### src/rtl/stop_watch_pkg.sv
// Shared definitions for the stop_watch_gen2 stopwatch/timer.
// Contents: BCD digit limits, the {hr,min,sec} time record, the control
// state encoding and small helpers (prescaler width, digit saturation,
// binary-to-BCD conversion of the hour limit).
package stop_watch_pkg;

    localparam logic [3:0] DIGIT_MAX = 4'd9;   // units digit / hour tens limit
    localparam logic [3:0] TENS_MAX  = 4'd5;   // tens of minutes / seconds limit

    typedef struct packed {
        logic [7:0] hr;
        logic [7:0] min;
        logic [7:0] sec;
    } sw_time_t;

    // PAUSE is IDLE with a nonzero time; no separate state is needed.
    typedef enum logic [0:0] {
        ST_IDLE = 1'b0,
        ST_RUN  = 1'b1
    } sw_state_e;

    // Bits needed to hold 0..div-1, never less than one bit.
    function automatic int cnt_width(input int div);
        int w;
        w = $clog2(div);
        if (w < 1) begin
            w = 1;
        end else begin
            w = w;
        end
        return w;
    endfunction

    // Clamp one BCD digit to lim.
    function automatic logic [3:0] sat_digit(input logic [3:0] d, input logic [3:0] lim);
        logic [3:0] r;
        if (d > lim) begin
            r = lim;
        end else begin
            r = d;
        end
        return r;
    endfunction

    // Two-digit BCD form of a 0..99 integer.
    function automatic logic [7:0] to_bcd8(input int v);
        logic [7:0] r;
        r[7:4] = 4'(v / 10);
        r[3:0] = 4'(v % 10);
        return r;
    endfunction

endpackage

### src/rtl/bcd_digit_cnt.sv
// One BCD digit counting 0..MAX_VAL in either direction.
// Ports: clk, rst (async, active-high), clr (sync clear), en (step),
// dir (0 up / 1 down), ld + ld_val (sync load), q (digit),
// carry (stepping up from MAX_VAL), borrow (stepping down from 0).
// Priority: clr > ld > en.
module bcd_digit_cnt
    import stop_watch_pkg::*;
#(
    parameter logic [3:0] MAX_VAL = 4'd9
) (
    input  logic       clk,
    input  logic       rst,
    input  logic       clr,
    input  logic       en,
    input  logic       dir,
    input  logic       ld,
    input  logic [3:0] ld_val,
    output logic [3:0] q,
    output logic       carry,
    output logic       borrow
);

    logic [3:0] q_q;
    logic [3:0] q_d;

    // Next digit value: clear, load, or step with wrap at the limits.
    always_comb begin
        q_d = q_q;
        if (clr) begin
            q_d = 4'd0;
        end else if (ld) begin
            q_d = ld_val;
        end else if (en) begin
            if (dir) begin
                q_d = (q_q == 4'd0) ? MAX_VAL : (q_q - 4'd1);
            end else begin
                q_d = (q_q == MAX_VAL) ? 4'd0 : (q_q + 4'd1);
            end
        end else begin
            q_d = q_q;
        end
    end

    // Digit register.
    always_ff @(posedge clk or posedge rst) begin
        if (rst) begin
            q_q <= 4'd0;
        end else begin
            q_q <= q_d;
        end
    end

    assign q      = q_q;
    assign carry  = en & ~dir & (q_q == MAX_VAL);
    assign borrow = en & dir & (q_q == 4'd0);

endmodule

### src/rtl/bcd_hour_cnt.sv
// Two-digit BCD hour counter wrapping at HR_MAX instead of 99.
// Ports: clk_i, rst_i (async, active-high), clr_i, en_i (step from the
// minutes), dir_i (0 up / 1 down), ld_i + ld_val_i (already saturated
// preset), q_o (hours, BCD {tens,units}).
// Up from HR_MAX goes to 00; down from 00 goes to HR_MAX.
module bcd_hour_cnt
    import stop_watch_pkg::*;
#(
    parameter int HR_MAX = 99
) (
    input  logic       clk_i,
    input  logic       rst_i,
    input  logic       clr_i,
    input  logic       en_i,
    input  logic       dir_i,
    input  logic       ld_i,
    input  logic [7:0] ld_val_i,
    output logic [7:0] q_o
);

    localparam logic [7:0] HR_MAX_BCD = to_bcd8(HR_MAX);

    logic [7:0] hr_s;
    logic       wrap_up_s;
    logic       wrap_dn_s;
    logic       ld_any_s;
    logic       en_l_s;
    logic       en_h_s;
    logic [7:0] ld_val_s;
    logic       carry_l_s;
    logic       borrow_l_s;
    logic       unused_carry_h_s;
    logic       unused_borrow_h_s;

    assign wrap_up_s = en_i & ~dir_i & (hr_s == HR_MAX_BCD);
    assign wrap_dn_s = en_i & dir_i & (hr_s == 8'h00);
    // Wraps are realised as a load of both digits.
    assign ld_any_s  = ld_i | wrap_up_s | wrap_dn_s;
    assign en_l_s    = en_i & ~wrap_up_s & ~wrap_dn_s;
    assign en_h_s    = carry_l_s | borrow_l_s;

    // Value loaded into both digits: preset, zero on up-wrap, HR_MAX on down-wrap.
    always_comb begin
        ld_val_s = ld_val_i;
        if (ld_i) begin
            ld_val_s = ld_val_i;
        end else if (wrap_up_s) begin
            ld_val_s = 8'h00;
        end else begin
            ld_val_s = HR_MAX_BCD;
        end
    end

    bcd_digit_cnt #(.MAX_VAL(DIGIT_MAX)) u_hr_l (
        .clk    (clk_i),
        .rst    (rst_i),
        .clr    (clr_i),
        .en     (en_l_s),
        .dir    (dir_i),
        .ld     (ld_any_s),
        .ld_val (ld_val_s[3:0]),
        .q      (hr_s[3:0]),
        .carry  (carry_l_s),
        .borrow (borrow_l_s)
    );

    bcd_digit_cnt #(.MAX_VAL(DIGIT_MAX)) u_hr_h (
        .clk    (clk_i),
        .rst    (rst_i),
        .clr    (clr_i),
        .en     (en_h_s),
        .dir    (dir_i),
        .ld     (ld_any_s),
        .ld_val (ld_val_s[7:4]),
        .q      (hr_s[7:4]),
        .carry  (unused_carry_h_s),
        .borrow (unused_borrow_h_s)
    );

    assign q_o = hr_s;

endmodule

### src/rtl/stop_watch_gen2.sv
// HH:MM:SS BCD stopwatch/timer with an internal 1 s prescaler.
// Parameters: CLK_DIV (system clocks per second, >=2), HR_MAX (1..99).
// Inputs : Clk, rst (async, active-high), Clear (sync clear), start_stop
//          (rising edge toggles run/pause), cnt_down (direction, used at
//          each tick), load + ld_hr/ld_min/ld_sec (BCD preset, paused only),
//          lap (rising edge captures lap time).
// Outputs: hr_h..sec_l (BCD digits), running, tick/done/wrap (1-cycle
//          pulses), lap_hr/lap_min/lap_sec + lap_valid.
// Build option: define STOPWATCH_LAP_EN to include lap capture; without it
// the lap outputs are tied to zero and the lap input is ignored.
module stop_watch_gen2
    import stop_watch_pkg::*;
#(
    parameter int CLK_DIV = 10_000_000,
    parameter int HR_MAX  = 99
) (
    input  logic       Clk,
    input  logic       rst,
    input  logic       Clear,
    input  logic       start_stop,
    input  logic       cnt_down,
    input  logic       load,
    input  logic [7:0] ld_hr,
    input  logic [7:0] ld_min,
    input  logic [7:0] ld_sec,
    input  logic       lap,
    output logic [3:0] hr_h,
    output logic [3:0] hr_l,
    output logic [3:0] min_h,
    output logic [3:0] min_l,
    output logic [3:0] sec_h,
    output logic [3:0] sec_l,
    output logic       running,
    output logic       tick,
    output logic       done,
    output logic       wrap,
    output logic [7:0] lap_hr,
    output logic [7:0] lap_min,
    output logic [7:0] lap_sec,
    output logic       lap_valid
);

    localparam int              PW         = cnt_width(CLK_DIV);
    localparam logic [PW-1:0]   PRESC_LAST = PW'(CLK_DIV - 1);
    localparam logic [7:0]      HR_MAX_BCD = to_bcd8(HR_MAX);

    sw_state_e     state_q;
    logic          ss_q;
    logic [PW-1:0] presc_q;
    logic [PW-1:0] presc_d;
    logic          tick_q;
    logic          done_q;
    logic          wrap_q;

    sw_time_t      now_s;
    sw_time_t      ld_sat_s;
    logic [7:0]    hr_tmp_s;
    logic [7:0]    hr_s;
    logic          run_s;
    logic          ss_edge_s;
    logic          tick_s;
    logic          time_zero_s;
    logic          time_one_s;
    logic          at_top_s;
    logic          adv_s;
    logic          expire_s;
    logic          roll_s;
    logic          ld_s;

    logic sec_l_cy_s, sec_l_bw_s, sec_h_cy_s, sec_h_bw_s;
    logic min_l_cy_s, min_l_bw_s, min_h_cy_s, min_h_bw_s;

    assign now_s       = '{hr: {hr_h, hr_l}, min: {min_h, min_l}, sec: {sec_h, sec_l}};
    assign run_s       = (state_q == ST_RUN);
    assign ss_edge_s   = start_stop & ~ss_q;
    assign tick_s      = run_s & (presc_q == PRESC_LAST);
    assign time_zero_s = (now_s == 24'h00_00_00);
    assign time_one_s  = (now_s == 24'h00_00_01);
    assign at_top_s    = (now_s.hr == HR_MAX_BCD) && (now_s.min == 8'h59) && (now_s.sec == 8'h59);

    // A down-count tick at 00:00:00 (direction flipped while at zero) holds
    // the time and expires rather than wrapping to HR_MAX:59:59.
    assign adv_s    = tick_s & ~Clear & ~(cnt_down & time_zero_s);
    assign expire_s = tick_s & ~Clear & cnt_down & (time_one_s | time_zero_s);
    assign roll_s   = tick_s & ~Clear & ~cnt_down & at_top_s;
    assign ld_s     = load & ~run_s & ~Clear;

    // Saturate the preset: digits to 9, tens of min/sec to 5, hours to HR_MAX.
    always_comb begin
        ld_sat_s.sec = {sat_digit(ld_sec[7:4], TENS_MAX), sat_digit(ld_sec[3:0], DIGIT_MAX)};
        ld_sat_s.min = {sat_digit(ld_min[7:4], TENS_MAX), sat_digit(ld_min[3:0], DIGIT_MAX)};
        hr_tmp_s     = {sat_digit(ld_hr[7:4], DIGIT_MAX), sat_digit(ld_hr[3:0], DIGIT_MAX)};
        if (hr_tmp_s > HR_MAX_BCD) begin
            ld_sat_s.hr = HR_MAX_BCD;
        end else begin
            ld_sat_s.hr = hr_tmp_s;
        end
    end

    // Prescaler next value; it holds while paused so a resume finishes the partial second.
    always_comb begin
        presc_d = presc_q;
        if (Clear) begin
            presc_d = '0;
        end else if (load && !run_s) begin
            presc_d = '0;
        end else if (run_s) begin
            presc_d = tick_s ? '0 : (presc_q + PW'(1));
        end else begin
            presc_d = presc_q;
        end
    end

    // Run/pause control; a start edge ignored at zero in down mode.
    always_ff @(posedge Clk or posedge rst) begin
        if (rst) begin
            state_q <= ST_IDLE;
        end else begin
            case (state_q)
                ST_IDLE: begin
                    if (Clear || load) begin
                        state_q <= ST_IDLE;
                    end else if (ss_edge_s && !(cnt_down && time_zero_s)) begin
                        state_q <= ST_RUN;
                    end else begin
                        state_q <= ST_IDLE;
                    end
                end
                ST_RUN: begin
                    if (Clear || ss_edge_s || expire_s) begin
                        state_q <= ST_IDLE;
                    end else begin
                        state_q <= ST_RUN;
                    end
                end
                default: state_q <= ST_IDLE;
            endcase
        end
    end

    // Prescaler, start edge history and the registered event pulses.
    always_ff @(posedge Clk or posedge rst) begin
        if (rst) begin
            presc_q <= '0;
            ss_q    <= 1'b0;
            tick_q  <= 1'b0;
            done_q  <= 1'b0;
            wrap_q  <= 1'b0;
        end else begin
            presc_q <= presc_d;
            ss_q    <= start_stop;
            tick_q  <= adv_s;
            done_q  <= expire_s;
            wrap_q  <= roll_s;
        end
    end

    // Seconds and minutes chain: each digit steps on its neighbour's carry/borrow.
    bcd_digit_cnt #(.MAX_VAL(DIGIT_MAX)) u_sec_l (
        .clk(Clk), .rst(rst), .clr(Clear), .en(adv_s), .dir(cnt_down),
        .ld(ld_s), .ld_val(ld_sat_s.sec[3:0]), .q(sec_l), .carry(sec_l_cy_s), .borrow(sec_l_bw_s)
    );
    bcd_digit_cnt #(.MAX_VAL(TENS_MAX)) u_sec_h (
        .clk(Clk), .rst(rst), .clr(Clear), .en(sec_l_cy_s | sec_l_bw_s), .dir(cnt_down),
        .ld(ld_s), .ld_val(ld_sat_s.sec[7:4]), .q(sec_h), .carry(sec_h_cy_s), .borrow(sec_h_bw_s)
    );
    bcd_digit_cnt #(.MAX_VAL(DIGIT_MAX)) u_min_l (
        .clk(Clk), .rst(rst), .clr(Clear), .en(sec_h_cy_s | sec_h_bw_s), .dir(cnt_down),
        .ld(ld_s), .ld_val(ld_sat_s.min[3:0]), .q(min_l), .carry(min_l_cy_s), .borrow(min_l_bw_s)
    );
    bcd_digit_cnt #(.MAX_VAL(TENS_MAX)) u_min_h (
        .clk(Clk), .rst(rst), .clr(Clear), .en(min_l_cy_s | min_l_bw_s), .dir(cnt_down),
        .ld(ld_s), .ld_val(ld_sat_s.min[7:4]), .q(min_h), .carry(min_h_cy_s), .borrow(min_h_bw_s)
    );
    bcd_hour_cnt #(.HR_MAX(HR_MAX)) u_hr (
        .clk_i(Clk), .rst_i(rst), .clr_i(Clear), .en_i(min_h_cy_s | min_h_bw_s), .dir_i(cnt_down),
        .ld_i(ld_s), .ld_val_i(ld_sat_s.hr), .q_o(hr_s)
    );

    assign hr_h    = hr_s[7:4];
    assign hr_l    = hr_s[3:0];
    assign running = run_s;
    assign tick    = tick_q;
    assign done    = done_q;
    assign wrap    = wrap_q;

`ifdef STOPWATCH_LAP_EN
    logic     lap_in_q;
    logic     lap_valid_q;
    sw_time_t lap_q;
    logic     lap_edge_s;

    assign lap_edge_s = lap & ~lap_in_q;

    // Lap capture takes the displayed time, i.e. the value before a same-cycle tick.
    always_ff @(posedge Clk or posedge rst) begin
        if (rst) begin
            lap_in_q    <= 1'b0;
            lap_valid_q <= 1'b0;
            lap_q       <= '0;
        end else begin
            lap_in_q <= lap;
            if (Clear) begin
                lap_valid_q <= 1'b0;
                lap_q       <= '0;
            end else if (lap_edge_s) begin
                lap_valid_q <= 1'b1;
                lap_q       <= now_s;
            end else begin
                lap_valid_q <= lap_valid_q;
                lap_q       <= lap_q;
            end
        end
    end

    assign lap_hr    = lap_q.hr;
    assign lap_min   = lap_q.min;
    assign lap_sec   = lap_q.sec;
    assign lap_valid = lap_valid_q;
`else
    logic unused_lap_s;
    assign unused_lap_s = lap;
    assign lap_hr    = 8'd0;
    assign lap_min   = 8'd0;
    assign lap_sec   = 8'd0;
    assign lap_valid = 1'b0;
`endif

endmodule

### config.mk
export PLATFORM = sky130hd
export DESIGN_NAME = stop_watch_gen2
export DESIGN_NICKNAME = d
export VERILOG_FILES = /design/src/rtl/stop_watch_pkg.sv /design/src/rtl/bcd_digit_cnt.sv /design/src/rtl/bcd_hour_cnt.sv /design/src/rtl/stop_watch_gen2.sv
export SDC_FILE = /design/constraint.sdc
export NUM_CORES = 1
export LEC_CHECK = 0
export CORE_MARGIN = 8
export CORE_UTILIZATION = 40
export CTS_CLUSTER_SIZE = 25
export DETAILED_ROUTE_END_ITERATION = 12
export PLACE_DENSITY = 0.68
export SLEW_MARGIN = 40
export SYNTH_ARGS = -nofsm -noshare
export SYNTH_HDL_FRONTEND = slang
export SYNTH_SLANG_ARGS = --single-unit
### constraint.sdc
create_clock -name Clk -period 7.5 [get_ports Clk]
set_input_delay 1.5 -clock Clk [delete_from_list [all_inputs] [get_ports Clk]]
set_output_delay 1.5 -clock Clk [all_outputs]
set_load 0.005 [all_outputs]
==> metrics <==
remaining routing DRC violations=0; Post-CTS Repair Setup Buffers=0; clock tree from TritonCTS=yes; weighted congestion reported at the end of routability-driven placement=0.8549; number of enable-type register cells in the synthesized netlist=0; fin nets=587; largest net degree at the start of global routing=54; Clk pwr share=0.290; net switching power=0.2343 mW; crit path DAT=4.50 ns; area leader, netlist=sky130_fd_sc_hd__dfrtp_1; Final Total Pwr=0.7338 mW; clock latency at the later pin of the worst-skew pair=0.32 ns; required time of the critical path=7.72 ns; Synth async-reset ratio=1.000; DPL Wire Length=8534 um; main combinational cell family by area after synthesis=simple AND/OR/NAND/NOR gates; number of max-slew violations in the final report=0; clock buffers created by TritonCTS=5; RSZ-0062 raised after global routing=false; launch point of the worst reg-to-reg path=u_hr.u_hr_l.q[0]$_DFFE_PP0P_; CP startpoint kind=primary input; syn avg cell area=8.563 um^2; r2r worst-path depth=7; post-cts hold buffer count=0; average detailed-routed wire length per instance=17.36 um; total inserted antenna cells=0; count of input and output buffers=57; maximum fanout along the worst path=23; maximum root-to-sink buffer count=2; worst setup path class=in2reg; Post-Synth Simple-Gate Area=0.2676; Worst setup startpoint=cnt_down; number of H-tree levels=2; TritonCTS Sinks=53; flop and latch count out of synthesis=53; fraction of power consumed by sequential logic=0.443; share of the synthesized area in compound gates (AO/OA/AOI/OAI)=0.2029; share of the synthesized netlist area taken by xor and xnor gates=0.04919; detail-routed via count per cell=5.867; die area=14250 um^2; total of warnings raised by yosys=0; skew final=0.01292 ns; result of the run=finished, final reports clean; power density cells=147.2 nW/um^2; crit end category=register; share of synthesized area spent on multiplexers=0.03280; worst reg2reg setup slack=4.50 ns; final global-route overflow total=0; GRT Resource Usage Total=0.1589; final hold violation count=0; effective utilization at floorplan=0.4120; number of design-rule violations left by the first detailed-router iteration=272; leakage power=2.003 nW; top flip-flop cell by instance count after synthesis=sky130_fd_sc_hd__dfrtp_1; clock slew seen by the registers of the worst setup and hold paths=0.11 ns; total I/O pin count=84; Die Height=119.4 um; synthesized-area fraction occupied by adder cells=0.04978; slew at the pin closest to its max-slew limit=0.7910 ns; Mapped Area=4273 um^2; highest achievable clock rate=233.2 MHz; share of Yosys cell area claimed by the top area cell type=0.3104; total negative setup slack=0 ns; area overhead of the layout relative to synthesis=16.63%; initial antenna violation count=0; die span in x=119.4 um; Finished Cell Area=4984 um^2; WL final=11740 um; share of final-layout standard cells stronger than drive strength 1=0.07778; count of distinct cell types in the synthesized netlist=76; number of detailed-route iterations in the first pass=5; Post-Synthesis Cells=499; number of violations of the max-capacitance limit=0; total via count in the routed design=3966; Hold WS=0.5517 ns; count of endpoints failing setup in the final report=0; Resized Gates After CTS=0; total internal power=0.4995 mW; area of the placeable core=10370 um^2; worst-case headroom to the max-slew limit=0.4652; DRT antenna net count=0; Placed Instance Area=4860 um^2; number of standard-cell rows in the floorplan=37; global-route wire length before repair=19110 um; Peak VDD IR=0.08138 mV; library cell used as clock root buffer=sky130_fd_sc_hd__clkbuf_8; fin crit share=0.5717; Worst Hold Class=reg2reg; leading post-synthesis cells by cell area=sky130_fd_sc_hd__dfrtp_1 31%, sky130_fd_sc_hd__ha_1 5.0%, sky130_fd_sc_hd__buf_4 4.4%, sky130_fd_sc_hd__xor2_1 3.9%, sky130_fd_sc_hd__nor2_1 3.4%; worst setup path endpoint=u_hr.u_hr_h.q[0]$_DFFE_PP0P_; switching part of the total=0.3192; share of the yosys chip area belonging to registers=0.3104; reg-to-reg endpoint=u_hr.u_hr_h.q[0]$_DFFE_PP0P_; post-layout minimum cycle time=4.288 ns; vias in the first global route=3894; Comb pwr share=0.267
## worst min path at each step
| stage | startpoint | to | slack [ns] | depth (start not counted) |
|---|---|---|---|---|
| 3_3_place_gp | ss_q$_DFF_PP0_ | running$_DFF_PP0_ | 0.52 | 2 |
| 5_1_grt | ss_q$_DFF_PP0_ | running$_DFF_PP0_ | 0.59 | 2 |
| 3_5_place_dp | presc_q[23]$_DFFE_PP0P_ | presc_q[23]$_DFFE_PP0P_ | 0.53 | 1 |
| 4_1_cts | ss_q$_DFF_PP0_ | running$_DFF_PP0_ | 0.55 | 2 |
| 2_1_floorplan | presc_q[10]$_DFFE_PP0P_ | presc_q[10]$_DFFE_PP0P_ | 0.50 | 2 |
| 6_report | ss_q$_DFF_PP0_ | running$_DFF_PP0_ | 0.55 | 2 |
## critical path: stages
cell,delay [ns]
sky130_fd_sc_hd__clkdlybuf4s50_1,0.80
sky130_fd_sc_hd__buf_4,0.41
sky130_fd_sc_hd__nor4bb_1,0.56
sky130_fd_sc_hd__o22ai_1,0.19
sky130_fd_sc_hd__nor4_1,0.49
sky130_fd_sc_hd__a31oi_1,0.22
sky130_fd_sc_hd__mux2_2,0.31
## per-layer routing
layer  track usage  vias up  wire length, um
met5             0        -                0
met4       0.04606        0              176
met3       0.03307       16              872
met2        0.2722      155             5608
met1        0.1971     1917             5079
li1              -     1878                -
## sequential cells by signal, indices dropped and copies added (netlist names)
signal         count
done               1
presc_q           24
running            1
ss_q               1
tick               1
u_hr.u_hr_h.q      4
u_hr.u_hr_l.q      4
u_min_h.q          4
u_min_l.q          4
u_sec_h.q          4
u_sec_l.q          4
wrap               1
## cells in the mapped netlist, types with 4 or more instances
library cell and count:
sky130_fd_sc_hd__or3_1 10, sky130_fd_sc_hd__nand2b_1 8, sky130_fd_sc_hd__nand2_1 35, sky130_fd_sc_hd__nand3_1 17, sky130_fd_sc_hd__a21oi_1 14, sky130_fd_sc_hd__nor2_1 39, sky130_fd_sc_hd__ha_1 17, sky130_fd_sc_hd__nor3_1 17
sky130_fd_sc_hd__clkbuf_1 23, sky130_fd_sc_hd__a2bb2oi_1 4, sky130_fd_sc_hd__inv_1 21, sky130_fd_sc_hd__a31oi_1 5, sky130_fd_sc_hd__nor4bb_1 8, sky130_fd_sc_hd__buf_4 25, sky130_fd_sc_hd__o22ai_1 5, sky130_fd_sc_hd__nand3b_1 6
sky130_fd_sc_hd__o21ai_0 26, sky130_fd_sc_hd__mux2_2 6, sky130_fd_sc_hd__o211ai_1 4, sky130_fd_sc_hd__xor2_1 19, sky130_fd_sc_hd__dfrtp_1 53, sky130_fd_sc_hd__a22o_1 5, sky130_fd_sc_hd__nor2b_1 8, sky130_fd_sc_hd__nor4_1 7
sky130_fd_sc_hd__a22oi_1 4, sky130_fd_sc_hd__mux2i_1 5, sky130_fd_sc_hd__and3_1 5, sky130_fd_sc_hd__a211oi_1 8, sky130_fd_sc_hd__nand4_1 11, sky130_fd_sc_hd__xnor2_1 5
## per-stage QoR
stage / instances / setup slack (ns) / utilization
6_report: 676 / 3.212 / 0.4806
4_1_cts: 676 / 3.203 / 0.4799
3_5_place_dp: 668 / 2.898 / 0.4686
3_3_place_gp: 668 / 2.937 / 0.4667
5_1_grt: 676 / 2.983 / 0.4806
2_1_floorplan: 523 / 4.393 / -
## layout make-up
cell class / count / area, um^2
Sequential cell: 53 / 1326
Fill cell: 978 / 5386
Inverter: 22 / 82.58
Timing Repair Buffer: 60 / 593.1
Tap cell: 136 / 170.2
Clock inverter: 1 / 30.03
Clock buffer: 7 / 86.33
Multi-Input combinational cell: 397 / 2695
## power by group through the flow
stage               Sequential [mW]  Clock (mW)  Combinational, mW
floorplan                     0.316           0              0.141
global placement              0.329           0              0.189
detailed placement            0.330           0              0.194
CTS                           0.324       0.215              0.195
global route                  0.328       0.225              0.216
finish                        0.325       0.213              0.196
## kinds of logic (layout without fill, tap and decap cells)
kind of cell | Yosys count | in the layout
AND/OR/NAND/NOR | 199 | 199
buffers and inverters | 73 | 90
XOR/XNOR | 24 | 24
other | 1 | 25
flip-flops | 53 | 53
AO/OA/AOI/OAI | 120 | 120
multiplexers | 12 | 12
adder cells (fa/ha/maj) | 17 | 17
## placed cells by master, fill, tap and decap left out, types with 7 or more instances in the layout
master,instances
sky130_fd_sc_hd__ha_1,17
sky130_fd_sc_hd__conb_1,25
sky130_fd_sc_hd__dfrtp_1,53
sky130_fd_sc_hd__nor3_1,16
sky130_fd_sc_hd__a21oi_1,14
sky130_fd_sc_hd__nand2_1,35
sky130_fd_sc_hd__nand3_1,17
sky130_fd_sc_hd__clkdlybuf4s50_1,57
sky130_fd_sc_hd__nor2_1,37
sky130_fd_sc_hd__nand4_1,11
sky130_fd_sc_hd__nor4_1,7
sky130_fd_sc_hd__or3_1,10
sky130_fd_sc_hd__inv_1,20
sky130_fd_sc_hd__nand2b_1,7
sky130_fd_sc_hd__nor4bb_1,8
sky130_fd_sc_hd__xor2_1,19
sky130_fd_sc_hd__nor2b_1,7
sky130_fd_sc_hd__o21ai_0,26
sky130_fd_sc_hd__a211oi_1,8
No activity file was read; power rests on OpenSTA's default activity.
